## config.mk

```make
export PLATFORM = sky130hd
export DESIGN_NAME = memory_stage_cu
export DESIGN_NICKNAME = d
export VERILOG_FILES = /design/src/rtl/riscv_ctrl_pkg.sv /design/src/rtl/branch_cond.sv /design/src/rtl/memory_stage_cu.sv
export SDC_FILE = /design/constraint.sdc
export NUM_CORES = 1
export LEC_CHECK = 0
export ABC_AREA = 1
export CORE_UTILIZATION = 27
export DETAILED_ROUTE_END_ITERATION = 6
export PLACE_DENSITY_LB_ADDON = 0.08
export SETUP_SLACK_MARGIN = 0.2
export SKIP_CTS_REPAIR_TIMING = 1
export SYNTH_ARGS = -nofsm -noshare
export SYNTH_HDL_FRONTEND = slang
export SYNTH_SLANG_ARGS = --single-unit
```

## constraint.sdc

```tcl
create_clock -name clk -period 0.9 [get_ports clk]
set_input_delay 0.18 -clock clk [delete_from_list [all_inputs] [get_ports clk]]
set_output_delay 0.18 -clock clk [all_outputs]
set_load 0.02 [all_outputs]
```

## src/rtl/riscv_ctrl_pkg.sv

```systemverilog
// riscv_ctrl_pkg: shared control encodings and pipeline control bundles for the memory stage
package riscv_ctrl_pkg;
  localparam int RESULTSRC_W = 3;
  localparam int DEXT_W = 3;
  localparam logic [1:0] OPC_BRANCH_CLASS = 2'b11;
  localparam logic [2:0] F3_BEQ  = 3'b000;
  localparam logic [2:0] F3_BNE  = 3'b001;
  localparam logic [2:0] F3_BLT  = 3'b100;
  localparam logic [2:0] F3_BGE  = 3'b101;
  localparam logic [2:0] F3_BLTU = 3'b110;
  localparam logic [2:0] F3_BGEU = 3'b111;
  typedef struct packed {
    logic                   reg_write;
    logic                   mem_write;
    logic [RESULTSRC_W-1:0] result_src;
    logic [DEXT_W-1:0]      dext;
  } m_ctrl_t;
  typedef struct packed {
    logic                   reg_write;
    logic [RESULTSRC_W-1:0] result_src;
    logic [DEXT_W-1:0]      dext;
  } w_ctrl_t;
endpackage

```

## src/rtl/branch_cond.sv

```systemverilog
// branch_cond: decodes ALU flags into a branch-taken condition from funct3
module branch_cond
  import riscv_ctrl_pkg::*;
(
  input  logic [2:0] funct3,
  input  logic       zero,
  input  logic       neg,
  input  logic       carry,
  input  logic       ovf,
  output logic       cond
);
  always_comb begin
    cond = funct3 == F3_BEQ  ? zero :
           funct3 == F3_BNE  ? !zero :
           funct3 == F3_BLT  ? (neg ^ ovf) :
           funct3 == F3_BGE  ? !(neg ^ ovf) :
           funct3 == F3_BLTU ? !carry :
           funct3 == F3_BGEU ? carry : 1'b0;
  end
endmodule

```

## src/rtl/memory_stage_cu.sv

```systemverilog
// memory_stage_cu: EX->MEM->WB control pipeline with branch redirect and stall bubbles.
// BRANCH_STATS_EN enables saturating branch/taken statistics counters.
module memory_stage_cu
  import riscv_ctrl_pkg::*;
(
  input  logic                   clk,
  input  logic                   reset,
  input  logic                   RegWriteE,
  input  logic                   MemWriteE,
  input  logic                   JumpE,
  input  logic                   BranchE,
  input  logic [RESULTSRC_W-1:0] ResultSrcE,
  input  logic [DEXT_W-1:0]      DextControlE,
  input  logic [2:0]             funct3E,
  input  logic [1:0]             opE_65,
  input  logic                   ZeroE,
  input  logic                   NegE,
  input  logic                   CarryE,
  input  logic                   OverflowE,
  input  logic                   StallM,
  output logic                   PCSrcE,
  output logic                   RegWriteM,
  output logic                   MemWriteM,
  output logic [RESULTSRC_W-1:0] ResultSrcM,
  output logic [DEXT_W-1:0]      DextControlM,
  output logic                   RegWriteW,
  output logic [RESULTSRC_W-1:0] ResultSrcW,
  output logic [DEXT_W-1:0]      DextControlW,
  output logic [31:0]            BranchCount,
  output logic [31:0]            TakenCount
);
  logic    cond;
  logic    is_branch;
  m_ctrl_t m_d, m_q;
  w_ctrl_t w_d, w_q;
  branch_cond u_cond (
    .funct3(funct3E),
    .zero  (ZeroE),
    .neg   (NegE),
    .carry (CarryE),
    .ovf   (OverflowE),
    .cond  (cond)
  );
  // A stall holds M in place and feeds a bubble into W so the held op retires once.
  always_comb begin
    is_branch = BranchE && opE_65 == OPC_BRANCH_CLASS;
    PCSrcE    = !reset && (JumpE || (is_branch && cond));
    m_d = reset ? '0 : StallM ? m_q : '{RegWriteE, MemWriteE, ResultSrcE, DextControlE};
    w_d = (reset || StallM) ? '0 : '{m_q.reg_write, m_q.result_src, m_q.dext};
  end
  always_ff @(posedge clk) begin
    m_q <= m_d;
    w_q <= w_d;
  end
  assign RegWriteM    = m_q.reg_write;
  assign MemWriteM    = m_q.mem_write;
  assign ResultSrcM   = m_q.result_src;
  assign DextControlM = m_q.dext;
  assign RegWriteW    = w_q.reg_write;
  assign ResultSrcW   = w_q.result_src;
  assign DextControlW = w_q.dext;
`ifdef BRANCH_STATS_EN
  logic [31:0] branch_cnt_d, branch_cnt_q;
  logic [31:0] taken_cnt_d, taken_cnt_q;
  always_comb begin
    branch_cnt_d = reset ? '0 :
                   (!StallM && is_branch && branch_cnt_q != '1) ? branch_cnt_q + 32'd1 : branch_cnt_q;
    taken_cnt_d  = reset ? '0 :
                   (!StallM && is_branch && cond && taken_cnt_q != '1) ? taken_cnt_q + 32'd1 : taken_cnt_q;
  end
  always_ff @(posedge clk) begin
    branch_cnt_q <= branch_cnt_d;
    taken_cnt_q  <= taken_cnt_d;
  end
  assign BranchCount = branch_cnt_q;
  assign TakenCount  = taken_cnt_q;
`else
  assign BranchCount = 32'h0;
  assign TakenCount  = 32'h0;
`endif
endmodule

```

==> results of run 1 <==
==> metal layers <==
metal,track usage [%],up-vias,share of wire [%]
li1,-,397,-
met1,10.7,353,39
met2,15.3,56,51
met3,1.79,2,9.2
met4,3.33,0,0.79
met5,0,-,0
==> registers in the layout, indices dropped and copies added, names as in the netlist <==
name and flops:
DextControlW 3, ResultSrcM 3, MemWriteM 1, RegWriteW 1
ResultSrcW 3, RegWriteM 1, DextControlM 3
==> tightest hold or removal path: stages <==
cell and delay [ns]:
dlymetal6s2s_1 0.12, buf_4 0.15, a21oi_1 0.06
==> report_power, final <==
part           total [mW]  internal [mW]  switching, mW
combinational       0.600          0.199          0.401
sequential          0.726          0.706         0.0207
clock               0.529          0.305          0.223
total                1.86           1.21          0.645
==> cell type report <==
class,count,area (sq um)
Fill cell,392,2270
Multi-Input combinational cell,109,485
Timing Repair Buffer,46,453
Sequential cell,15,319
Tap cell,48,60.1
Inverter,14,55.1
Clock buffer,3,41.3
Clock inverter,1,5.00
==> through the flow <==
stage / setup TNS, ns / total power, mW / instances
global route: -0.501 / 1.98 / 236
finish: -0.377 / 1.86 / 236
CTS: -10.69 / 1.85 / 234
floorplan: -0.124 / 1.30 / 203
detailed placement: -10.42 / 1.31 / 230
global placement: -10.41 / 1.30 / 230
==> cell families after synthesis <==
| family | after synthesis |
|---|---|
| AND/OR/NAND/NOR | 27 |
| other | 1 |
| buffers and inverters | 79 |
| flip-flops | 15 |
| AO/OA/AOI/OAI | 18 |
==> final timing paths <==
| path | slack, ns | end | cells after the start | start |
|---|---|---|---|---|
| worst max-delay path | -0.38 | PCSrcE | 8 | funct3E[2] |
| worst min-delay path | 0.31 | RegWriteM | 3 | StallM |
| worst max register to register | 0.29 | DextControlM[1] | 2 | DextControlM[1] |
| worst min register to register | 0.46 | DextControlW[0] | 2 | DextControlM[0] |
==> cells in the final DEF, fill, tap and decap left out, types with 4 or more instances in the layout <==
master           instances
conb_1                  64
nand2_1                  5
a21oi_1                  7
o21ai_1                  4
dlymetal6s2s_1           6
clkdlybuf4s50_1          9
clkbuf_2                 5
buf_6                   18
nor2_1                  13
buf_4                    8
dfxtp_2                 15
o21ai_0                  4
inv_1                   13
==> metrics.cfg, run 1 <==
[layout]
layout-drive-gt1-share_pct=31.9
post-route-util_pct=38.5
nets=211
area_delta_synth_final_pct=35.0
n_antenna_cell=0
final_area_sq_mm=0.00142

[worst_setup_path]
cp-start-kind=primary input
crit_buf_inv=2
cpMaxStageDelayCell=or2_1
path_delay_family=simple AND/OR/NAND/NOR gates
end_kind=output pin
crit_required_ns=0.72
critical-path-max-stage-delay_ns=0.24
crit_chain=buf_6 -> or2_1 -> nor2_1 -> nor2_1 -> nand2_2 -> nand2_2 -> a21oi_4 -> buf_6
cp.arrival_ns=1.10
worst-path-max-fanout=3
crit_type=in2out

[floorplanning]
rows=22
die_area_sq_mm=0.00415
die_w_um=64.4
initial_core_util_pct=28.5
coreArea_sq_mm=0.00369
ios=102
die_h_um=64.4

[timing]
setup_violations=1
min_period_over_period_pct=142
fin_skew_ns=0.000461
fin_crit_ns=1.28
rsz0062_at_grt=yes
fin_hold_ws_ns=0.307
slew_violations=0
hold_viol=0
max_freq_ghz=0.783
fin_ws_ns=-0.377

[logic_synthesis]
synth_seq_cells=15
synth_top_area_cell=buf_4
synth_most_common_cell=buf_4
synth_area_leaders=buf_4 (46%), dfxtp_1 (29%), inv_1 (5.0%)
synth_edf_count=0
synthAdderAreaFrac_pct=0
synth_top_family_by_area=buffers and inverters
seq_area_frac_synth_pct=28.6
synthXorXnorAreaFrac_pct=0
synth_cells=140
synth_ff_type=dfxtp_1
synthTopCellsByCount=buf_4 (64), dfxtp_1 (15), inv_1 (14)
syn_area_sq_mm=0.00105
avgSynthCellArea_sq_um=7.51
synth_top_area_share_pct=45.7
synth_cell_types=14
async_flop_share_pct=0
yosys_warnings=0
synth-simple-area-share_pct=10.4
muxShareOfSynthArea_pct=0
synth_compound_area_share_pct=9.52

[clocking]
cts.sinks=15
cts_max_path_buffers=2
clk_pin_slew_ns=0.06
htree_levels=1
cts_tree=done
clock_latency_ns=0.24
root_buffer=clkbuf_8
cts_made_buffers=3

[global_routing]
grt_pass1_vias=635
antenna_found_initial=0
track_usage_pct=8.86
grt_overflow=0
grt_pass1_wl_um=2820
grt_max_degree=10

[detailed_routing]
ant_nets=0
firstDrtPassIters=2
via_per_inst=3.42
num_vias=808
drt-initial-drc-count=20
wl_um=2040
drc=0
routedWlPerCell_um=8.63

[run_status]
outcome=finished, violations left
violations=negative setup slack

[place]
post-place-ws_ns=-1.16
port_buffers=37
gp_congestion=0.696
dp_hpwl_um=1690
dpl-instance-area_sq_mm=0.00129

[flow_run]
cap_viol_max_count=0

[power_and_ir_drop]
power.density_mw_per_mm2=1310
ir_drop_mv=0.706
p_leak_nw=0.790

[min_path]
hp-class=in2reg

No activity file was read; power rests on OpenSTA's default activity.
==> run 2: changes to the inputs <==
--- a/config.mk
+++ b/config.mk
@@ -6,11 +6,10 @@
 export NUM_CORES = 1
 export LEC_CHECK = 0
 export ABC_AREA = 1
-export CORE_UTILIZATION = 27
+export CORE_UTILIZATION = 30
 export DETAILED_ROUTE_END_ITERATION = 6
 export PLACE_DENSITY_LB_ADDON = 0.08
 export SETUP_SLACK_MARGIN = 0.2
-export SKIP_CTS_REPAIR_TIMING = 1
 export SYNTH_ARGS = -nofsm -noshare
 export SYNTH_HDL_FRONTEND = slang
 export SYNTH_SLANG_ARGS = --single-unit
==> constraint.sdc (replaced) <==
create_clock -name clk -period 1.4 [get_ports clk]
set_input_delay 0.28 -clock clk [delete_from_list [all_inputs] [get_ports clk]]
set_output_delay 0.28 -clock clk [all_outputs]
set_load 0.02 [all_outputs]
==> run 2 against run 1 <==
Effect of this change:
- the flow still finishes with violations (negative setup slack)
- sequential share of layout area is 1.7 points higher
- die area shrank 9.7%
- first-iteration DRC count is 30% lower
- worst setup slack improved by 0.38 ns
- combinational power down 42%
- cell count decreased by 2.1%
- via count fell by 2.0%
- critical endpoint unchanged
==> metrics.cfg, run 2 (synthesized netlist as in run 1, its figures left out) <==
[min_path]
hp-class=reg2reg
holdPathEnd=DextControlW[0]
hold-path-cell-count=2
min_from=DextControlM[0]

[floorplanning]
ios=102
die_w_um=61.2
rows=21
die_area_sq_mm=0.00374
initial_core_util_pct=31.5
die_h_um=61.2
coreArea_sq_mm=0.00334

[layout]
multi_input_area_sq_um=470
layout-drive-gt1-share_pct=21.6
layout.cells.non_filler=231
mostFrequentLayoutCell=conb_1
nets=208
area_delta_synth_final_pct=18.1
n_antenna_cell=0
fill_cells=370
final_cell_mix=conb_1 (64), dfxtp_1 (15), nor2_1 (13), inv_1 (12)
ff_latch_area_sq_um=300

[worst_setup_path]
worst-path-max-fanout=2
ff2ff_path_depth=2
end_kind=output pin
crit_type=in2out
cp-start-kind=primary input
cp.arrival_ns=1.12
reg2reg_to=RegWriteM
r2r_setup_slack_ns=0.82
timing.rr.start=RegWriteM
crit_required_ns=1.12
cp-startpoint=ZeroE

[timing]
fin_crit_ns=1.40
min_period_over_period_pct=100
slew_violations=0
fin_skew_ns=0.000130
setup_violations=1
hold_viol=0
rsz0062_at_grt=yes
fin_ws_ns=-0.000694
max_freq_ghz=0.714

[detailed_routing]
drt-initial-drc-count=14
ant_nets=0
drc=0
routedWlPerCell_um=8.33
firstDrtPassIters=4
wl_um=1920
via_per_inst=3.43
num_vias=792

[power_and_ir_drop]
power_mw=1.05
power.density_mw_per_mm2=848
ir_drop_mv=0.252
p_leak_nw=0.677

[place]
gp_congestion=0.612
place_inst=226
dp_hpwl_um=1560
port_buffers=37

[run_status]
violations=negative setup slack
outcome=finished, violations left

[clocking]
clk_pin_slew_ns=0.09
htree_levels=1
cts_max_path_buffers=2
root_buffer=clkbuf_4
cts_made_buffers=3
cts_tree=done
cts_hold_buf=0
clock_latency_ns=0.28
cts.sinks=15

[global_routing]
track_usage_pct=9.37
grt_overflow=0
grt_pass1_vias=595
grt_max_degree=9
grt_pass1_wl_um=2490
antenna_found_initial=0

[flow_run]
cap_viol_max_count=0

==> run 2: worst max path at each step <==
stage | to | slack (ns) | cells past startpoint
after global routing | PCSrcE | -0.08 | 8
after CTS | PCSrcE | -0.05 | 8
final | PCSrcE | -0.0007 | 8
after global placement | PCSrcE | -0.83 | 8
after detailed placement | PCSrcE | -0.87 | 8
after floorplan | PCSrcE | 0.18 | 6
==> run 2: area by class of cell <==
cell class	instances	share of cell area, %
sequential	15	24.2
timing repair buffer	43	26.9
multi-input combinational	109	37.9
inverter	14	4.23
tap	46	4.64
clock buffer	4	2.12
==> run 2: power by group <==
part	switching, mW	internal [mW]
clock network	0.137	0.110
logic	0.252	0.0970
registers	0.00831	0.449
==> run 2: repair_timing <==
action,CTS,global route
setup endpoints to repair,16,21
setup buffers,1,0
gates resized for setup,76,18
pin swaps,12,6
==> run 2: worst max-delay path, cell delays in order <==
cell and delay (ns):
buf_6 0.09, or2_1 0.24, nor2_1 0.09, nor2_1 0.04, nand2_1 0.07, nand2_2 0.06
a21oi_4 0.12, buf_6 0.13
==> run 2: per-stage QoR <==
stage / setup WS [ns] / hold slack [ns] / util (%) / setup TNS, ns / instance area, sq um
floorplan: 0.176 / 0.432 / - / 0 / 1290
global placement: -0.826 / 0.444 / 38.2 / -1.38 / 1270
detailed placement: -0.867 / 0.444 / 38.2 / -1.28 / 1270
CTS: -0.0543 / 0.457 / 39.1 / -0.0543 / 1310
global route: -0.0790 / 0.486 / 37.2 / -0.0790 / 1240
finish: -0.000694 / 0.450 / 37.2 / -0.000694 / 1240
==> run 2: routing by layer <==
metal | GRT usage, % | vias to the layer above | wire length, um
met4 | 7.79 | 0 | 25
met1 | 9.55 | 340 | 788
met5 | 0 | - | 0
met2 | 16.1 | 59 | 899
li1 | - | 391 | -
met3 | 2.31 | 2 | 210
